File: config.mk
export PLATFORM = sky130hd
export DESIGN_NAME = eprisc_iobus_master
export DESIGN_NICKNAME = d
export VERILOG_FILES = /design/src/rtl/eprisc_iobus_master_pkg.sv /design/src/rtl/eprisc_iobus_clkgen.sv /design/src/rtl/eprisc_iobus_master.sv
export SDC_FILE = /design/constraint.sdc
export NUM_CORES = 1
export LEC_CHECK = 0
export CAP_MARGIN = 20
export CORE_MARGIN = 4
export CORE_UTILIZATION = 35
export DETAILED_ROUTE_END_ITERATION = 16
export DONT_BUFFER_PORTS = 1
export PLACE_DENSITY = 0.52
export REMOVE_ABC_BUFFERS = 1
export SLEW_MARGIN = 20
export SYNTH_ARGS = -nofsm -noshare
export SYNTH_HDL_FRONTEND = slang
export SYNTH_HIERARCHICAL = 1
export SYNTH_SLANG_ARGS = --single-unit
File: constraint.sdc
create_clock -name iClk -period 5.95 [get_ports iClk]
set_clock_uncertainty 0.05 [all_clocks]
set_input_delay 1.19 -clock iClk [delete_from_list [all_inputs] [get_ports iClk]]
set_output_delay 1.19 -clock iClk [all_outputs]
set_load 0.01 [all_outputs]
File: src/rtl/eprisc_iobus_master_pkg.sv
// Shared definitions for the eprisc I/O-bus master: FSM states, frame phases,
// frame-word field positions and helpers for building and slicing frame words.
package eprisc_iobus_master_pkg;

    // Master sequencing states
    typedef enum logic [2:0] {
        ST_HOLD,
        ST_IDLE,
        ST_CMD,
        ST_FETCH,
        ST_RESP
    } state_t;

    // Slave-side phase of a frame; rise k (1-based) ends the phase (k-1)
    typedef enum logic [2:0] {
        PH_LOAD,
        PH_B0,
        PH_B1,
        PH_B2,
        PH_B3,
        PH_STORE
    } phase_t;

    // Bus-clock rising edges per frame
    localparam int FRAME_RISES = 6;

    // Frame word field positions: {write, addr[14:0], data[15:0]}
    localparam int W_WR       = 31;
    localparam int W_ADDR_MSB = 30;
    localparam int W_ADDR_LSB = 16;
    localparam int W_DATA_MSB = 15;
    localparam int W_DATA_LSB = 0;

    // Select code for an active slave; writes to address 15'h7FFF soft-reset the
    // slave's peripherals but are sent as ordinary writes by the master
    localparam logic [1:0] DEFAULT_SLAVE_SEL = 2'b01;

    function automatic logic [31:0] make_word(input logic wr,
                                              input logic [14:0] addr,
                                              input logic [15:0] data);
        logic [31:0] w;
        w = '0;
        w[W_WR] = wr;
        w[W_ADDR_MSB:W_ADDR_LSB] = addr;
        w[W_DATA_MSB:W_DATA_LSB] = data;
        return w;
    endfunction

    function automatic logic [7:0] frame_byte(input logic [31:0] w, input logic [1:0] idx);
        logic [7:0] b;
        case (idx)
            2'd0:    b = w[7:0];
            2'd1:    b = w[15:8];
            2'd2:    b = w[23:16];
            default: b = w[31:24];
        endcase
        return b;
    endfunction

endpackage

File: src/rtl/eprisc_iobus_clkgen.sv
// Bus clock generator: divides iClk into a gated bus clock that only runs while
// 'run' is high, with rise/fall strobes for the edge that produces each
// transition and a rise index (0-based) within the current frame.
module eprisc_iobus_clkgen
    import eprisc_iobus_master_pkg::*;
#(
    parameter int CLK_DIV = 2
) (
    input  logic       clk,
    input  logic       rst,
    input  logic       run,
    output logic       bus_clk,
    output logic       rise_stb,
    output logic       fall_stb,
    output logic [2:0] rise_idx
);

    localparam int                DIV_W     = (CLK_DIV > 1) ? $clog2(CLK_DIV) : 1;
    localparam logic [DIV_W-1:0]  DIV_LAST  = DIV_W'(CLK_DIV - 1);
    localparam logic [3:0]        HALF_LAST = 4'(2 * FRAME_RISES - 1);

    logic [DIV_W-1:0] div_cnt;
    logic [3:0]       half_cnt;
    logic             tick;

    assign tick     = run && (div_cnt == DIV_LAST);
    assign rise_stb = tick && !bus_clk;
    assign fall_stb = tick && bus_clk;
    assign rise_idx = half_cnt[3:1];

    // Divider and half-period counter; everything parks at zero/low between frames
    always_ff @(posedge clk or posedge rst) begin
        if (rst) begin
            div_cnt  <= '0;
            half_cnt <= '0;
            bus_clk  <= 1'b0;
        end else if (!run) begin
            div_cnt  <= '0;
            half_cnt <= '0;
            bus_clk  <= 1'b0;
        end else if (tick) begin
            div_cnt  <= '0;
            bus_clk  <= ~bus_clk;
            half_cnt <= (half_cnt == HALF_LAST) ? 4'd0 : half_cnt + 4'd1;
        end else begin
            div_cnt  <= div_cnt + 1'b1;
        end
    end

endmodule

File: src/rtl/eprisc_iobus_master.sv
// Host-side master for the 8-bit I/O-controller bus. Converts a request into one
// (write) or two (read: command + fetch) 6-phase frames and returns a response.
// Build option: define IOBUS_IRQ_LATCH_EN for a sticky, ack-cleared interrupt;
// otherwise oIrq is the synchronised level of iBusInterrupt.
module eprisc_iobus_master
    import eprisc_iobus_master_pkg::*;
#(
    parameter int         CLK_DIV   = 2,
    parameter logic [1:0] SLAVE_SEL = DEFAULT_SLAVE_SEL,
    parameter int         HOLD_CYC  = 8
) (
    input  logic        iClk,
    input  logic        iRst,
    input  logic        iReqValid,
    output logic        oReqReady,
    input  logic        iReqWrite,
    input  logic [14:0] iReqAddr,
    input  logic [15:0] iReqData,
    output logic        oRspValid,
    output logic [31:0] oRspData,
    output logic        oIrq,
    input  logic        iIrqAck,
    output logic        oBusClock,
    output logic [1:0]  oBusSelect,
    output logic [7:0]  oBusMOSI,
    input  logic [7:0]  iBusMISO,
    input  logic        iBusInterrupt
);

    // HOLD_CYC is expected to be at least 1
    localparam int              HC_W      = (HOLD_CYC > 1) ? $clog2(HOLD_CYC) : 1;
    localparam logic [HC_W-1:0] HOLD_LAST = HC_W'(HOLD_CYC - 1);

    state_t      state_q, state_d;
    logic [HC_W-1:0] hold_cnt;
    logic        hold_done;
    logic        run;
    logic        accept;
    logic        frame_done;
    logic        req_write;
    logic [14:0] req_addr;
    logic [15:0] req_data;
    logic [31:0] frame_word;
    logic [31:0] rd_word;
    logic        rise_stb;
    logic        fall_stb;
    logic [2:0]  rise_idx;

    eprisc_iobus_clkgen #(
        .CLK_DIV (CLK_DIV)
    ) u_clkgen (
        .clk      (iClk),
        .rst      (iRst),
        .run      (run),
        .bus_clk  (oBusClock),
        .rise_stb (rise_stb),
        .fall_stb (fall_stb),
        .rise_idx (rise_idx)
    );

    assign hold_done  = (hold_cnt == HOLD_LAST);
    assign frame_done = fall_stb && (rise_idx == 3'(FRAME_RISES - 1));
    // The fetch frame repeats the command as a read so the address stays put
    assign frame_word = make_word(req_write && (state_q != ST_FETCH), req_addr, req_data);

    // State register
    always_ff @(posedge iClk or posedge iRst) begin
        if (iRst) state_q <= ST_HOLD;
        else      state_q <= state_d;
    end

    // Next-state and handshake decode
    always_comb begin
        state_d   = state_q;
        oReqReady = 1'b0;
        run       = 1'b0;
        accept    = 1'b0;
        case (state_q)
            ST_HOLD:  if (hold_done) state_d = ST_IDLE;
            ST_IDLE: begin
                oReqReady = 1'b1;
                if (iReqValid) begin
                    accept  = 1'b1;
                    state_d = ST_CMD;
                end
            end
            ST_CMD: begin
                run = 1'b1;
                if (frame_done) state_d = req_write ? ST_RESP : ST_FETCH;
            end
            ST_FETCH: begin
                run = 1'b1;
                if (frame_done) state_d = ST_RESP;
            end
            ST_RESP:  state_d = ST_IDLE;
            default:  state_d = ST_HOLD;
        endcase
    end

    // Post-reset hold timer and bus select; select stays 00 until the hold elapses
    always_ff @(posedge iClk or posedge iRst) begin
        if (iRst) begin
            hold_cnt   <= '0;
            oBusSelect <= 2'b00;
        end else if (state_q == ST_HOLD) begin
            if (hold_done) oBusSelect <= SLAVE_SEL;
            else           hold_cnt   <= hold_cnt + 1'b1;
        end
    end

    // Request fields are frozen at accept; later input changes are ignored
    always_ff @(posedge iClk) begin
        if (accept) begin
            req_write <= iReqWrite;
            req_addr  <= iReqAddr;
            req_data  <= iReqData;
        end
    end

    // MOSI byte launched on the edge producing each rise: B0..B3 on r1..r4, then 0
    always_ff @(posedge iClk or posedge iRst) begin
        if (iRst) begin
            oBusMOSI <= 8'h00;
        end else if (rise_stb) begin
            if (rise_idx < 3'd4) oBusMOSI <= frame_byte(frame_word, rise_idx[1:0]);
            else                 oBusMOSI <= 8'h00;
        end
    end

    // Read capture: r2..r5 of the fetch frame sample the byte of the phase just ending
    always_ff @(posedge iClk) begin
        if (rise_stb && (state_q == ST_FETCH)) begin
            case (rise_idx)
                3'd1:    rd_word[7:0]   <= iBusMISO;
                3'd2:    rd_word[15:8]  <= iBusMISO;
                3'd3:    rd_word[23:16] <= iBusMISO;
                3'd4:    rd_word[31:24] <= iBusMISO;
                default: ;
            endcase
        end
    end

    // Completion pulse and response word; writes return zero
    always_ff @(posedge iClk or posedge iRst) begin
        if (iRst) begin
            oRspValid <= 1'b0;
            oRspData  <= '0;
        end else begin
            oRspValid <= (state_q == ST_RESP);
            if (state_q == ST_RESP) oRspData <= req_write ? 32'h0 : rd_word;
        end
    end

`ifdef IOBUS_IRQ_LATCH_EN
    logic irq_s1, irq_s2, irq_s3;

    // Synchronise the slave interrupt; a rising edge sets oIrq, ack clears, set wins
    always_ff @(posedge iClk or posedge iRst) begin
        if (iRst) begin
            irq_s1 <= 1'b0;
            irq_s2 <= 1'b0;
            irq_s3 <= 1'b0;
            oIrq   <= 1'b0;
        end else begin
            irq_s1 <= iBusInterrupt;
            irq_s2 <= irq_s1;
            irq_s3 <= irq_s2;
            if (irq_s2 && !irq_s3) oIrq <= 1'b1;
            else if (iIrqAck)      oIrq <= 1'b0;
        end
    end
`else
    logic irq_s1, irq_s2;
    logic unused_ack;

    assign unused_ack = iIrqAck;
    assign oIrq       = irq_s2;

    // Two-flop synchroniser; oIrq follows the slave interrupt level
    always_ff @(posedge iClk or posedge iRst) begin
        if (iRst) begin
            irq_s1 <= 1'b0;
            irq_s2 <= 1'b0;
        end else begin
            irq_s1 <= iBusInterrupt;
            irq_s2 <= irq_s1;
        end
    end
`endif

endmodule
==> metrics.log <==
INFO  metric fillers = 1,262
INFO  metric global_route.usage.total = 0.1166
INFO  metric design.core.area = 13,240 um^2
INFO  metric die_area = 15,490 um^2
INFO  metric finalWeightedCongestion = 0.6839
INFO  metric post_cts_hold_buffer_count = 0
INFO  metric layout_worst_path_cycle_share = 0.6092
INFO  metric unrepaired_setup_endpoints_after_global_routing = no
INFO  metric nNetsFinal = 387
INFO  metric most-common-layout-cells = sky130_fd_sc_hd__edfxtp_1 (64), sky130_fd_sc_hd__dfrtp_1 (56), sky130_fd_sc_hd__nand2_1 (47), sky130_fd_sc_hd__nand2b_1 (35), sky130_fd_sc_hd__clkbuf_16 (18)
INFO  metric report.final.slew_viol_count = 0
INFO  metric cts.repair.resized = 0
INFO  metric final_hold_viols = 0
INFO  metric worst-endpoint-arrival = 3600 ps
INFO  metric startpoint_type = flop
INFO  metric outcome = complete, no violations
INFO  metric drive_above_1_share = 0.1738
INFO  metric number_of_placed_instances_taps_included = 496
INFO  metric ios = 91
INFO  metric seq_area_frac_synth = 0.7002
INFO  metric syn_to_final_growth = 13.92%
INFO  metric drc = 0
INFO  metric io_port_bufs = 0
INFO  metric first_pass_iters = 6
INFO  metric setup.worst_path.end_class = flop
INFO  metric r2r_cells = 7
INFO  metric grt_first_pass_wirelength = 13,690 um
INFO  metric cpPeakStageDelay = 720 ps
INFO  metric cp_common_cell = sky130_fd_sc_hd__nor2b_1
INFO  metric die-height = 124.4 um
INFO  metric hold_path.class = flop to flop
INFO  metric critPathMaxFanout = 13
INFO  metric regToRegSetupSlack = 2330 ps
INFO  metric critical-path-slowest-cell = sky130_fd_sc_hd__nor3b_2
INFO  metric period_minus_slack = 3625 ps
INFO  metric initial_core_utilization = 0.3584
INFO  metric initial_antenna_violation_count = 2
INFO  metric leakagePower = 0.002080 uW
INFO  metric synth_simple_gate_area_frac = 0.1223
INFO  metric dr.first_iter.drc_count = 120
INFO  metric numClockSinks = 120
INFO  metric critical_path.top_delay_family = simple AND/OR/NAND/NOR gates
INFO  metric setup_ws = 2325 ps
INFO  metric final_common_cell = sky130_fd_sc_hd__edfxtp_1
INFO  metric worst_pin_slew = 921.3 ps
INFO  metric critPathLaunch = state_q[1]$_DFFE_PP0P_
INFO  metric insertion_delay = 410 ps
INFO  metric mappedNetlistArea = 4746 um^2
INFO  metric synth-xor-area-share = 0.003691
INFO  metric cts_made_buffers = 17
INFO  metric power_density = 471.3 nW/um^2
INFO  metric critPathKind = flop to flop
INFO  metric fp.dieW = 124.4 um
INFO  metric num_antenna_cells = 0
INFO  metric synthesis.area_per_instance = 14.04 um^2
INFO  metric cts.reportedPaths.clkPinSlew = 50 ps
INFO  metric fin_setup_tns = 0 ps
INFO  metric post_drt_via_cell_ratio = 4.607
INFO  metric timing_limited_maximum_frequency = 275.9 MHz
INFO  metric yosys-mux-area-fraction = 0.04877
INFO  metric synth_top_family_by_area = simple AND/OR/NAND/NOR gates
INFO  metric maxCapViolations = 0
INFO  metric largest_net_degree_at_the_start_of_global_routing = 66
INFO  metric clock_tree.buffer_depth = 2
INFO  metric placementRows = 42
INFO  metric worst-path-stages = 7
INFO  metric critPathBufInv = 1
INFO  metric finalNonFillerCells = 527
INFO  metric vias_in_the_first_global_route = 2,453
INFO  metric fin_total_pwr = 2548 uW
INFO  metric worst_setup_path_endpoint = rd_word[7]$_DFFE_PP_
INFO  metric vdd.ir_drop.worst = 0.0002831 V
INFO  metric worstPathCellList = nor2b_1 > buf_4 > nand2_1 > nor2_1 > nor2b_1 > nand3_1 > nor3b_2
INFO  metric tritoncts_clock_tree = yes
INFO  metric detailedPlacementHpwl = 5517 um
INFO  metric crit-reg2reg-launch = state_q[1]$_DFFE_PP0P_
INFO  metric total_of_warnings_raised_by_yosys = 6
INFO  metric routed_wire_length_per_instance = 16.28 um
INFO  metric gr_ovfl_total = 0
INFO  metric vias_post_dr = 2,428
INFO  metric timing.rr.end = rd_word[7]$_DFFE_PP_
INFO  metric place_ws = 2136 ps
INFO  metric cts-root-buf = sky130_fd_sc_hd__clkbuf_16
INFO  metric htree_num_levels = 4
INFO  metric postCtsSetupRepairBufs = 0
INFO  metric setup_violations = 0
INFO  metric antenna_violating_nets_post_route = 0
INFO  metric postRouteWirelength = 8578 um
INFO  metric synthDistinctLibCells = 40
INFO  metric synth_compound_area_frac = 0.07277
INFO  metric maxSlewHeadroom = 0.3858
INFO  metric post_synth_fa_ha_maj_area_fraction = 0.007909
INFO  metric register_area = 3323 um^2
INFO  metric worst-endpoint-required = 5930 ps
INFO  metric yosys_register_bits = 120
INFO  metric multiInputGateArea = 1227 um^2
INFO  metric number_of_cells_produced_by_synthesis = 338
[area by class of cell]
| type | instances | area share |
|---|---|---|
| Clock buffer | 27 | 0.09512 |
| Clock inverter | 4 | 0.008100 |
| Inverter | 12 | 0.008794 |
| Multi-Input combinational cell | 184 | 0.2270 |
| Sequential cell | 120 | 0.6147 |
| Tap cell | 176 | 0.04073 |
| Timing Repair Buffer | 4 | 0.005554 |
[flip-flops by register name, summed over array words and instances (netlist names)]
name and flops:
u_clkgen/bus_clk 1, oBusMOSI 8, req_addr 15, oBusSelect 1
req_data 16, irq_s1 1, u_clkgen/div_cnt 1, req_write 1
oRspValid 1, hold_cnt 3, state_q 3, oIrq 1
oRspData 32, u_clkgen/half_cnt 4, rd_word 32
[per-stage QoR]
stage	instance area, um^2	hold WS [ps]	util
global placement	4846	282.5	0.3659
CTS	5406	297.9	0.4083
detailed placement	4848	286.3	0.3661
floorplan	4584	281.2	-
global route	5406	310.7	0.4083
finish	5406	295.4	0.4083
[how the worst min path moves through the flow]
| stage | startpoint | to | slack (ps) | cells after the start |
|---|---|---|---|---|
| 4_1_cts | irq_s1$_DFF_PP0_ | oIrq$_DFF_PP0_ | 300 | 0 |
| 6_report | irq_s1$_DFF_PP0_ | oIrq$_DFF_PP0_ | 300 | 0 |
| 3_3_place_gp | irq_s1$_DFF_PP0_ | oIrq$_DFF_PP0_ | 280 | 0 |
| 2_1_floorplan | irq_s1$_DFF_PP0_ | oIrq$_DFF_PP0_ | 280 | 0 |
| 5_1_grt | irq_s1$_DFF_PP0_ | oIrq$_DFF_PP0_ | 310 | 0 |
| 3_5_place_dp | irq_s1$_DFF_PP0_ | oIrq$_DFF_PP0_ | 290 | 0 |
[metal layers]
metal,track usage,routed length (um)
met1,0.1384,3533
met2,0.1718,4077
met3,0.07590,863
met4,0.03868,76
met5,0,27
[worst reg2reg max path, cell delays in order (launching register included)]
cell	delay [ps]
sky130_fd_sc_hd__dfrtp_1	480
sky130_fd_sc_hd__nor2b_1	170
sky130_fd_sc_hd__buf_4	180
sky130_fd_sc_hd__nand2_1	60
sky130_fd_sc_hd__nor2_1	610
sky130_fd_sc_hd__nor2b_1	720
sky130_fd_sc_hd__nand3_1	270
sky130_fd_sc_hd__nor3b_2	720
[Yosys cell counts]
cell type                    n  share of area
sky130_fd_sc_hd__nor3_1      2         0.0021
sky130_fd_sc_hd__mux2i_1     4         0.0084
sky130_fd_sc_hd__a21boi_1    1         0.0016
sky130_fd_sc_hd__edfxtp_1   64           0.40
sky130_fd_sc_hd__or3b_2      1         0.0018
sky130_fd_sc_hd__nand3b_1    1         0.0016
sky130_fd_sc_hd__and2b_1     1         0.0016
sky130_fd_sc_hd__mux4_2      7          0.033
sky130_fd_sc_hd__o21ai_1    14          0.015
sky130_fd_sc_hd__mux2_2      3         0.0071
sky130_fd_sc_hd__o22ai_1     2         0.0026
sky130_fd_sc_hd__buf_4       6         0.0095
sky130_fd_sc_hd__nand2_1    47          0.037
sky130_fd_sc_hd__nor2b_1     5         0.0066
sky130_fd_sc_hd__ha_1        3         0.0079
sky130_fd_sc_hd__nand3_1     2         0.0021
sky130_fd_sc_hd__nand2b_1   35          0.046
sky130_fd_sc_hd__buf_2       3         0.0032
sky130_fd_sc_hd__and3_1      2         0.0026
sky130_fd_sc_hd__nand4b_1    1         0.0018
sky130_fd_sc_hd__dfrtp_1    56           0.30
sky130_fd_sc_hd__nor3b_1     1         0.0016
sky130_fd_sc_hd__o21ai_0    13          0.014
sky130_fd_sc_hd__inv_1      12         0.0095
sky130_fd_sc_hd__and3b_1     1         0.0018
sky130_fd_sc_hd__nor4_1      1         0.0013
sky130_fd_sc_hd__or3b_1      1         0.0018
sky130_fd_sc_hd__and2_1      2         0.0026
sky130_fd_sc_hd__xor2_1      2         0.0037
sky130_fd_sc_hd__conb_1      1        0.00079
sky130_fd_sc_hd__and4b_1     1         0.0021
sky130_fd_sc_hd__nor4_2      1         0.0026
sky130_fd_sc_hd__a21oi_1     2         0.0021
sky130_fd_sc_hd__a2bb2oi_1   1         0.0018
sky130_fd_sc_hd__clkbuf_1    6         0.0047
sky130_fd_sc_hd__o21ai_2    17          0.031
sky130_fd_sc_hd__nor2_1      6         0.0047
sky130_fd_sc_hd__a21o_1      1         0.0016
sky130_fd_sc_hd__a22oi_1     2         0.0032
sky130_fd_sc_hd__buf_6       7          0.017
[cell families after synthesis]
kind of cell	count (synthesis)
AO/OA/AOI/OAI	53
XOR/XNOR	2
adder cells (fa/ha/maj)	3
buffers and inverters	34
flip-flops	120
multiplexers	14
other	1
AND/OR/NAND/NOR	111
[power by group]
part / leakage (uW) / internal [uW] / switching, uW / total, uW
Clock: 0.000274 / 627 / 331 / 958
Combinational: 0.000497 / 157 / 191 / 348
Sequential: 0.00131 / 1060 / 181 / 1240
No activity file was read; power rests on OpenSTA's default activity.
